## config.mk

```make
export PLATFORM = sky130hd
export DESIGN_NAME = led_scanner
export DESIGN_NICKNAME = d
export VERILOG_FILES = /design/src/rtl/led_scan_pkg.sv /design/src/rtl/led_scanner_strobe_gen.sv /design/src/rtl/led_scanner.sv
export SDC_FILE = /design/constraint.sdc
export NUM_CORES = 1
export LEC_CHECK = 0
export ABC_AREA = 1
export CAP_MARGIN = 20
export CORE_MARGIN = 4
export CORE_UTILIZATION = 63
export CTS_CLUSTER_DIAMETER = 60
export DETAILED_ROUTE_END_ITERATION = 7
export DONT_BUFFER_PORTS = 1
export HOLD_SLACK_MARGIN = 0.02
export PLACE_DENSITY_LB_ADDON = 0.1
export SLEW_MARGIN = 20
export SYNTH_ARGS = -nofsm -noshare
export SYNTH_HDL_FRONTEND = slang
export SYNTH_HIERARCHICAL = 1
export SYNTH_SLANG_ARGS = --single-unit
export TNS_END_PERCENT = 20
```

## constraint.sdc

```tcl
create_clock -name clk -period 2.6 [get_ports clk]
set_clock_uncertainty 0.1 [all_clocks]
set_input_delay 0.26 -clock clk [delete_from_list [all_inputs] [get_ports clk]]
set_output_delay 0.26 -clock clk [all_outputs]
set_load 0.02 [all_outputs]
```

## src/rtl/led_scan_pkg.sv

```systemverilog
// Shared types for the LED scanner family: mode encodings, scan direction,
// and the position-width helper.
package led_scan_pkg;

  typedef enum logic [1:0] {
    MODE_BOUNCE = 2'b00,
    MODE_ROT_L  = 2'b01,
    MODE_ROT_R  = 2'b10,
    MODE_HOLD   = 2'b11
  } mode_e;

  typedef enum logic {
    DIR_UP   = 1'b0,
    DIR_DOWN = 1'b1
  } dir_e;

  function automatic int unsigned pos_width(input int unsigned n);
    return (n <= 1) ? 1 : $clog2(n);
  endfunction

endpackage

```

## src/rtl/led_scanner_strobe_gen.sv

```systemverilog
// strobe_gen: divides clk by CLK_HZ/STEP_HZ while en is high; strobe is a
// combinational one-cycle flag on the last count, so callers update on the wrap edge.
module strobe_gen #(
  parameter int unsigned CLK_HZ  = 27000000,
  parameter int unsigned STEP_HZ = 16
) (
  input  logic clk,
  input  logic rst_n,
  input  logic en,
  output logic strobe
);

  localparam int unsigned DIV = CLK_HZ / STEP_HZ;
  localparam int unsigned CW  = (DIV > 1) ? $clog2(DIV) : 1;
  localparam logic [CW-1:0] LAST = CW'(DIV - 1);

  if (DIV < 1) begin : g_div_check
    $error("strobe_gen: CLK_HZ/STEP_HZ must be at least 1");
  end

  logic [CW-1:0] count;

  always_ff @(posedge clk or negedge rst_n) begin
    if (!rst_n) begin
      count <= '0;
    end else if (en) begin
      count <= strobe ? '0 : count + 1'b1;
    end
  end

  assign strobe = en && (count == LAST);

endmodule

```

## src/rtl/led_scanner.sv

```systemverilog
// led_scanner: single lit LED stepping across an N-LED bar (bounce/rotate/hold).
// Define LED_SCANNER_TRAIL_EN to add a 25%-duty comet tail on the previous position.
module led_scanner
  import led_scan_pkg::*;
#(
  parameter int unsigned N_LEDS     = 6,
  parameter int unsigned CLK_HZ     = 27000000,
  parameter int unsigned STEP_HZ    = 16,
  parameter bit          ACTIVE_LOW = 1'b1,
  localparam int unsigned PW        = pos_width(N_LEDS)
) (
  input  logic              clk,
  input  logic              rst_n,
  input  logic              run,
  input  logic [1:0]        mode,
  output logic [N_LEDS-1:0] led,
  output logic [PW-1:0]     pos,
  output logic              step
);

  localparam logic [PW-1:0]     LAST    = PW'(N_LEDS - 1);
  localparam logic [N_LEDS-1:0] POL     = ACTIVE_LOW ? '1 : '0;
  localparam logic [N_LEDS-1:0] LED_RST = POL ^ N_LEDS'(1);

  if (N_LEDS < 1 || N_LEDS > 32) begin : g_n_check
    $error("led_scanner: N_LEDS must be in 1..32");
  end

  logic              tick;
  logic [PW-1:0]     pos_d;
  dir_e              dir_q, dir_d;
  logic              go_up;
  logic [N_LEDS-1:0] head, led_d;
`ifdef LED_SCANNER_TRAIL_EN
  logic [PW-1:0]     trail_q, trail_d;
  logic [1:0]        pwm_q, pwm_d;
  logic [N_LEDS-1:0] tail;
`endif

  strobe_gen #(
    .CLK_HZ (CLK_HZ),
    .STEP_HZ(STEP_HZ)
  ) u_strobe (
    .clk   (clk),
    .rst_n (rst_n),
    .en    (run),
    .strobe(tick)
  );

  always_ff @(posedge clk or negedge rst_n) begin
    if (!rst_n) begin
      pos   <= '0;
      dir_q <= DIR_UP;
      step  <= 1'b0;
      led   <= LED_RST;
`ifdef LED_SCANNER_TRAIL_EN
      trail_q <= '0;
      pwm_q   <= '0;
`endif
    end else begin
      pos   <= pos_d;
      dir_q <= dir_d;
      step  <= tick;
      led   <= led_d;
`ifdef LED_SCANNER_TRAIL_EN
      trail_q <= trail_d;
      pwm_q   <= pwm_d;
`endif
    end
  end

  always_comb begin
    pos_d = pos;
    dir_d = dir_q;
    go_up = 1'b0;
    if (tick && N_LEDS > 1) begin
      unique case (mode_e'(mode))
        MODE_BOUNCE: begin
          // An outward-pointing dir at an endpoint (left by a rotate) reflects before moving.
          go_up = (dir_q == DIR_UP) ? (pos != LAST) : (pos == '0);
          pos_d = go_up ? pos + 1'b1 : pos - 1'b1;
          if (pos_d == LAST)     dir_d = DIR_DOWN;
          else if (pos_d == '0)  dir_d = DIR_UP;
          else                   dir_d = go_up ? DIR_UP : DIR_DOWN;
        end
        MODE_ROT_L: begin
          pos_d = (pos == LAST) ? '0 : pos + 1'b1;
          dir_d = DIR_UP;
        end
        MODE_ROT_R: begin
          pos_d = (pos == '0) ? LAST : pos - 1'b1;
          dir_d = DIR_DOWN;
        end
        MODE_HOLD: begin
        end
      endcase
    end
  end

`ifdef LED_SCANNER_TRAIL_EN
  // In hold, pos_d equals pos, so the tail collapses onto the head.
  assign trail_d = tick ? pos : trail_q;
  assign pwm_d   = pwm_q + 1'b1;
`endif

  always_comb begin
    head = '0;
    for (int unsigned i = 0; i < N_LEDS; i++) head[i] = (pos_d == PW'(i));
`ifdef LED_SCANNER_TRAIL_EN
    tail = '0;
    for (int unsigned i = 0; i < N_LEDS; i++) tail[i] = (trail_d == PW'(i)) && (pwm_d == '0);
    led_d = (head | tail) ^ POL;
`else
    led_d = head ^ POL;
`endif
  end

endmodule
```

== After elaboration in Yosys (flattened, before gate mapping) ==
Index checks and enable logic that the tools add are counted.

* Word-level logic and storage cells: 38
* Bits of input ports: 5
* Output and inout port bits: 10
* Register bits: 32

* Add/subtract/negate cells: 3
* Equal/unequal tests: 11
* Mux-type cells: 11
* Bitwise operators: 1
* Reduce and logical (&&, ||, !) cells: 7

{| class="wikitable"
|+ Operator list
! cell !! count
|-
| adder 21 x 1 -> 21 bit, second input constant || 1
|-
| == test 21 bit, second input constant || 1
|-
| two-way mux 21 bit || 1
|-
| == test 3 bit, second input constant || 4
|-
| two-way mux 3 bit || 4
|-
| zero test 3 bit || 3
|-
| case mux 3 bit (3 select lines) || 1
|-
| == test 3 x 2 -> 1 bit, second input constant || 2
|-
| NOT 6 bit || 1
|-
| two-way mux 1 bit || 4
|-
| adder 3 x 1 -> 3 bit, second input constant || 1
|-
| == test 3 x 1 -> 1 bit, second input constant || 1
|-
| inequality test 3 bit, second input constant || 1
|-
| case mux 1 bit (3 select lines) || 1
|-
| nonzero test 3 bit || 1
|-
| subtractor 3 x 1 -> 3 bit, second input constant || 1
|-
| == test 2 x 1 -> 1 bit, second input constant || 1
|-
| == test 2 bit, second input constant || 1
|-
| zero test 2 bit || 1
|-
| AND reduction 2 bit || 1
|-
| logical AND 1 bit || 1
|}

== Logic depth before layout (Yosys ltp) ==
* Depth after elaboration: 7
* Depth in mapped cells: 17
* Mapped depth without buffers: 16

== Modules after synthesis ==
Netlist, hierarchy kept.

{| class="wikitable"
|+ By module, submodules not included
! module !! seq. area each (um^2) !! area an instance (um^2) !! cells each !! times used
|-
| strobe_gen || 525.5 || 1375.1 || 201 || 1
|-
| led_scanner || 281.5 || 805.8 || 94 || 1
|}

== Least setup slack after synthesis ==
Ideal clock, no wire load.

* Kind: flip-flop to flip-flop
* Start point: register u_strobe.count[0]
* End point: register led[0]
* Period minus slack after synthesis: 1.967 ns
* Path slack: 0.633 ns
* Stages on the path, launching flop included: 18
* Arrival: 1.742 ns
* Path buffers: 1
* Required time: 2.375 ns
* Setup time: 0.125 ns
* Path through: dfrtp_1 ha_1 inv_1 nor2_1 nand3b_1 nor2_1 nand2_1 buf_6 inv_1 inv_1 nor2_4 nand2_1 clkinv_1 nand2_2 nor2_4 nand2_1 nand2_2 nand3_1

* Cells in the longest elaborated chain, start to end: 5

{| class="wikitable"
|+ RTL lines
! what !! RTL line !! RTL
|-
| start, declared || led_scanner_strobe_gen.sv:21 || <nowiki>logic [CW-1:0] count;</nowiki>
|-
| start signal, assigned || led_scanner_strobe_gen.sv:27 || <nowiki>count <= strobe ? '0 : count + 1'b1;</nowiki>
|-
| == test 21 bit || led_scanner_strobe_gen.sv:31 || <nowiki>assign strobe = en && (count == LAST);</nowiki>
|-
| logical AND 1 bit || led_scanner_strobe_gen.sv:31 ||
|-
| net tick || led_scanner.sv:29 || <nowiki>logic tick;</nowiki>
|-
| two-way mux 3 bit || led_scanner.sv:76 || <nowiki>if (tick && N_LEDS > 1) begin</nowiki>
|-
| zero test 3 bit || led_scanner.sv:108 || <nowiki>for (int unsigned i = 0; i < N_LEDS; i++) head[i] = (pos_d == PW'(i));</nowiki>
|-
| NOT 6 bit (no source line) || -- ||
|-
| net led_d[0] || led_scanner.sv:33 || <nowiki>logic [N_LEDS-1:0] head, led_d;</nowiki>
|-
| end signal, assigned || led_scanner.sv:64 || <nowiki>led <= led_d;</nowiki>
|-
| end, declared || led_scanner.sv:16 || <nowiki>output logic [N_LEDS-1:0] led,</nowiki>
|}

The timed path passes the listed nets, and every way through them passes these cells.
A chain may end at the register's enable or synchronous reset.

== Worst setup path in the final report ==
* Start point: register u_strobe.count[0]
* End point: register led[4]

* Cells in the longest elaborated chain, start to end: 5

{| class="wikitable"
|+ RTL lines
! what !! RTL line !! RTL
|-
| == test 21 bit || led_scanner_strobe_gen.sv:31 ||
|-
| logical AND 1 bit || led_scanner_strobe_gen.sv:31 ||
|-
| net tick || led_scanner.sv:29 ||
|-
| two-way mux 3 bit || led_scanner.sv:76 ||
|-
| net pos_d[0] || led_scanner.sv:30 || <nowiki>logic [PW-1:0] pos_d;</nowiki>
|-
| == test 3 bit || led_scanner.sv:108 ||
|-
| NOT 6 bit (no source line) || -- ||
|-
| net led_d[4] || led_scanner.sv:33 ||
|}

The timed path passes the listed nets, and every way through them passes these cells.

==> flow_summary.yaml <==
status:
  status: "complete, no violations"
power:
  p_seq_share_pct: 49.0
  clkPwrFrac_pct: 29.2
  intPower_w: 0.000851
  combinationalPowerShare_pct: 21.9
  power.net_switching_w: 0.000442
  powerDensity_nw_per_um2: 557
  switching_share_pct: 34.2
  power_leakage_nw: 1.20
  ir_drop_v: 0.000338
timing:
  rsz0062_at_grt: "false"
  fin_crit_sh_pct: 80.4
  finalHoldViolCount: 0
  setup_tns_ns: 0
  tightest_slew_ns: 0.609
  slew_headroom_pct: 59.4
  max_freq_ghz: 0.478
  slew_viol_final: 0
  fin_ws_ns: 0.509
  setup_violations: 0
  fin_crit_ns: 2.09
die:
  initial_utilization_pct: 65.4
  fp.dieW_um: 66.8
  dieArea_um2: 4470
  num_rows: 21
  coreArea_um2: 3340
  ios: 15
  die_h_um: 66.8
finish:
  regArea_um2: 807
  antenna_cells: 0
  drive_above_1_share_pct: 16.5
  fill_cells: 288
  utilization_pct: 69.6
  layoutNonFillerInstCount: 349
  multi_input_area_um2: 1140
  area_growth_pct: 6.43
  layout.nets: 316
clock_network:
  ctsHtreeMaxLevel: 2
  path_clk_slew_ns: 0.10
  post_cts_buffers: 0
  clk_latency_ns: 0.33
  clkSinkCount: 32
  cts_tree: "built"
  cts_made_buffers: 5
  cts_resized: 0
  cts_buffer_depth: 2
  clockRootBuffer: "clkbuf_4"
critical_path:
  worstPathArrival_ns: 2.27
  crit_type: "flip-flop to flip-flop"
  start_kind: "flip-flop"
  reg2reg_from: "u_strobe/count[0]"
  critPathMaxFanout: 5
  critPathLaunch: "u_strobe/count[0]"
  end_kind: "flip-flop"
  required_ns: 2.78
synth:
  yosys_warnings: 6
  postSynthAreaPerCell_um2: 7.39
  syn_inst: 295
  syn_nets: 309
  post-synth-top-area-cell: "dfrtp_1"
  synth-seq-area-share_pct: 37.0
  syn_area_um2: 2180
  synthTopCellsByArea: "dfrtp_1 31%, nand2_1 13%, inv_1 7.2%"
  synth-seq-cells: 32
  synth_cell_types: 28
  synth_top_cell_area_share_pct: 31.0
detailed_routing:
  firstDrtPassIters: 4
  drc: 0
  wl_per_cell_um: 12.6
  drt_iter0_drc: 126
  via_per_inst: 5.14
  ant_nets: 0
  wl_um: 4390
  vias: 1795
global_routing:
  grt_usage_pct: 24.0
  grt_pass1_wl_um: 7930
  grt_pass1_vias: 1781
  grt_max_degree: 33
  overflow: 0
  antenna_found_initial: 0
place:
  dp_cells: 338
  gp_congestion: 0.906
  port_buffers: 0
  dp_slack_ns: 0.578
  hpwl_um: 3280
job:
  cap_violations: 0
hold_path:
  hold_class: "input port to flip-flop"
  hold_start: "run"
-- synthesized netlist by cell type, drive strengths merged --
master	number
ha	9
nand4	4
nand3	32
or2	1
inv	47
nand2	87
nand3b	1
a21oi	12
dfrtp	27
dfstp	5
xor2	5
xnor2	1
clkinv	1
nor2	51
nor3	4
o21ai	4
buf	4
-- registers in the layout, indices dropped and copies added (netlist names) --
name            flops
u_strobe/count     21
dir_q               1
led                 6
pos                 3
step                1
-- layer usage --
metal	track usage [%]	up-vias	wire, µm
met5	0	-	0
met4	10.2	0	69
met3	7.93	6	247
met2	39.7	44	2180
met1	28.3	825	1900
li1	-	920	-
-- path summary, 6_finish.rpt --
path                                       to  slack (ns)  cells after the start
setup / recovery                       led[4]        0.51                     15
hold / removal              u_strobe/count[3]        0.05                      4
setup reg to reg                       led[4]        0.51                     15
hold reg to reg             u_strobe/count[1]        0.43                      2
max in group asynchronous              led[4]        1.88                      2
min in group asynchronous  u_strobe/count[16]        0.28                      2
-- layout by cell type (no fill, tap or decap), drive strengths merged, types with 5 or more instances in the layout --
master  count
clkbuf      5
nand2      87
ha          9
a21oi      12
dfrtp      27
inv        47
nand3      32
nor2       51
dfstp       5
xor2        5
-- repair_timing --
item / 4_1_cts / 5_1_grt
hold buffers: 3 / 0
setup endpoints to repair: 0 / 0
endpoints found under the hold margin: 36 / 0
-- critical path, cell delays in order, from the launching register on --
cell      delay [ns]
dfrtp_1         0.40
ha_1            0.24
inv_1           0.07
nor2_1          0.09
nand3b_1        0.09
nor2_1          0.09
nand2_1         0.07
inv_1           0.07
inv_1           0.06
nor2_4          0.12
inv_1           0.10
a21oi_1         0.15
o21ai_1         0.10
o21ai_2         0.12
inv_2           0.07
nand3_1         0.09
-- power groups by stage --
stage / registers [W] / logic (W) / clock network [W]
after detailed placement: 0.000642 / 0.000266 / 0
after global placement: 0.000641 / 0.000260 / 0
after CTS: 0.000632 / 0.000285 / 0.000394
final: 0.000633 / 0.000283 / 0.000378
after global routing: 0.000641 / 0.000324 / 0.000423
after floorplan: 0.000609 / 0.000260 / 0
-- logic make-up after synthesis --
family                   synth area share [%]
XOR/XNOR                                 2.75
AND/OR/NAND/NOR                          39.9
flip-flops                               37.0
buffers and inverters                    10.7
AO/OA/AOI/OAI                            4.53
adder cells (fa/ha/maj)                  5.16
-- area by class of cell --
cell class	count	share of cell area (%)
sequential	32	34.8
clock buffer	5	1.62
clock inverter	3	1.83
timing repair buffer	4	2.05
multi-input combinational	211	49.2
tap	46	2.48
inverter	48	8.09
-- per-stage QoR --
step | instance area [µm²] | hold slack (ns) | total power (W)
after floorplan | 2180 | -0.136 | 0.000869
after global placement | 2200 | -0.135 | 0.000900
after detailed placement | 2200 | -0.135 | 0.000907
after CTS | 2320 | 0.0273 | 0.00131
after global routing | 2320 | 0.0431 | 0.00139
final | 2320 | 0.0523 | 0.00129
No activity file was read; power rests on OpenSTA's default activity.
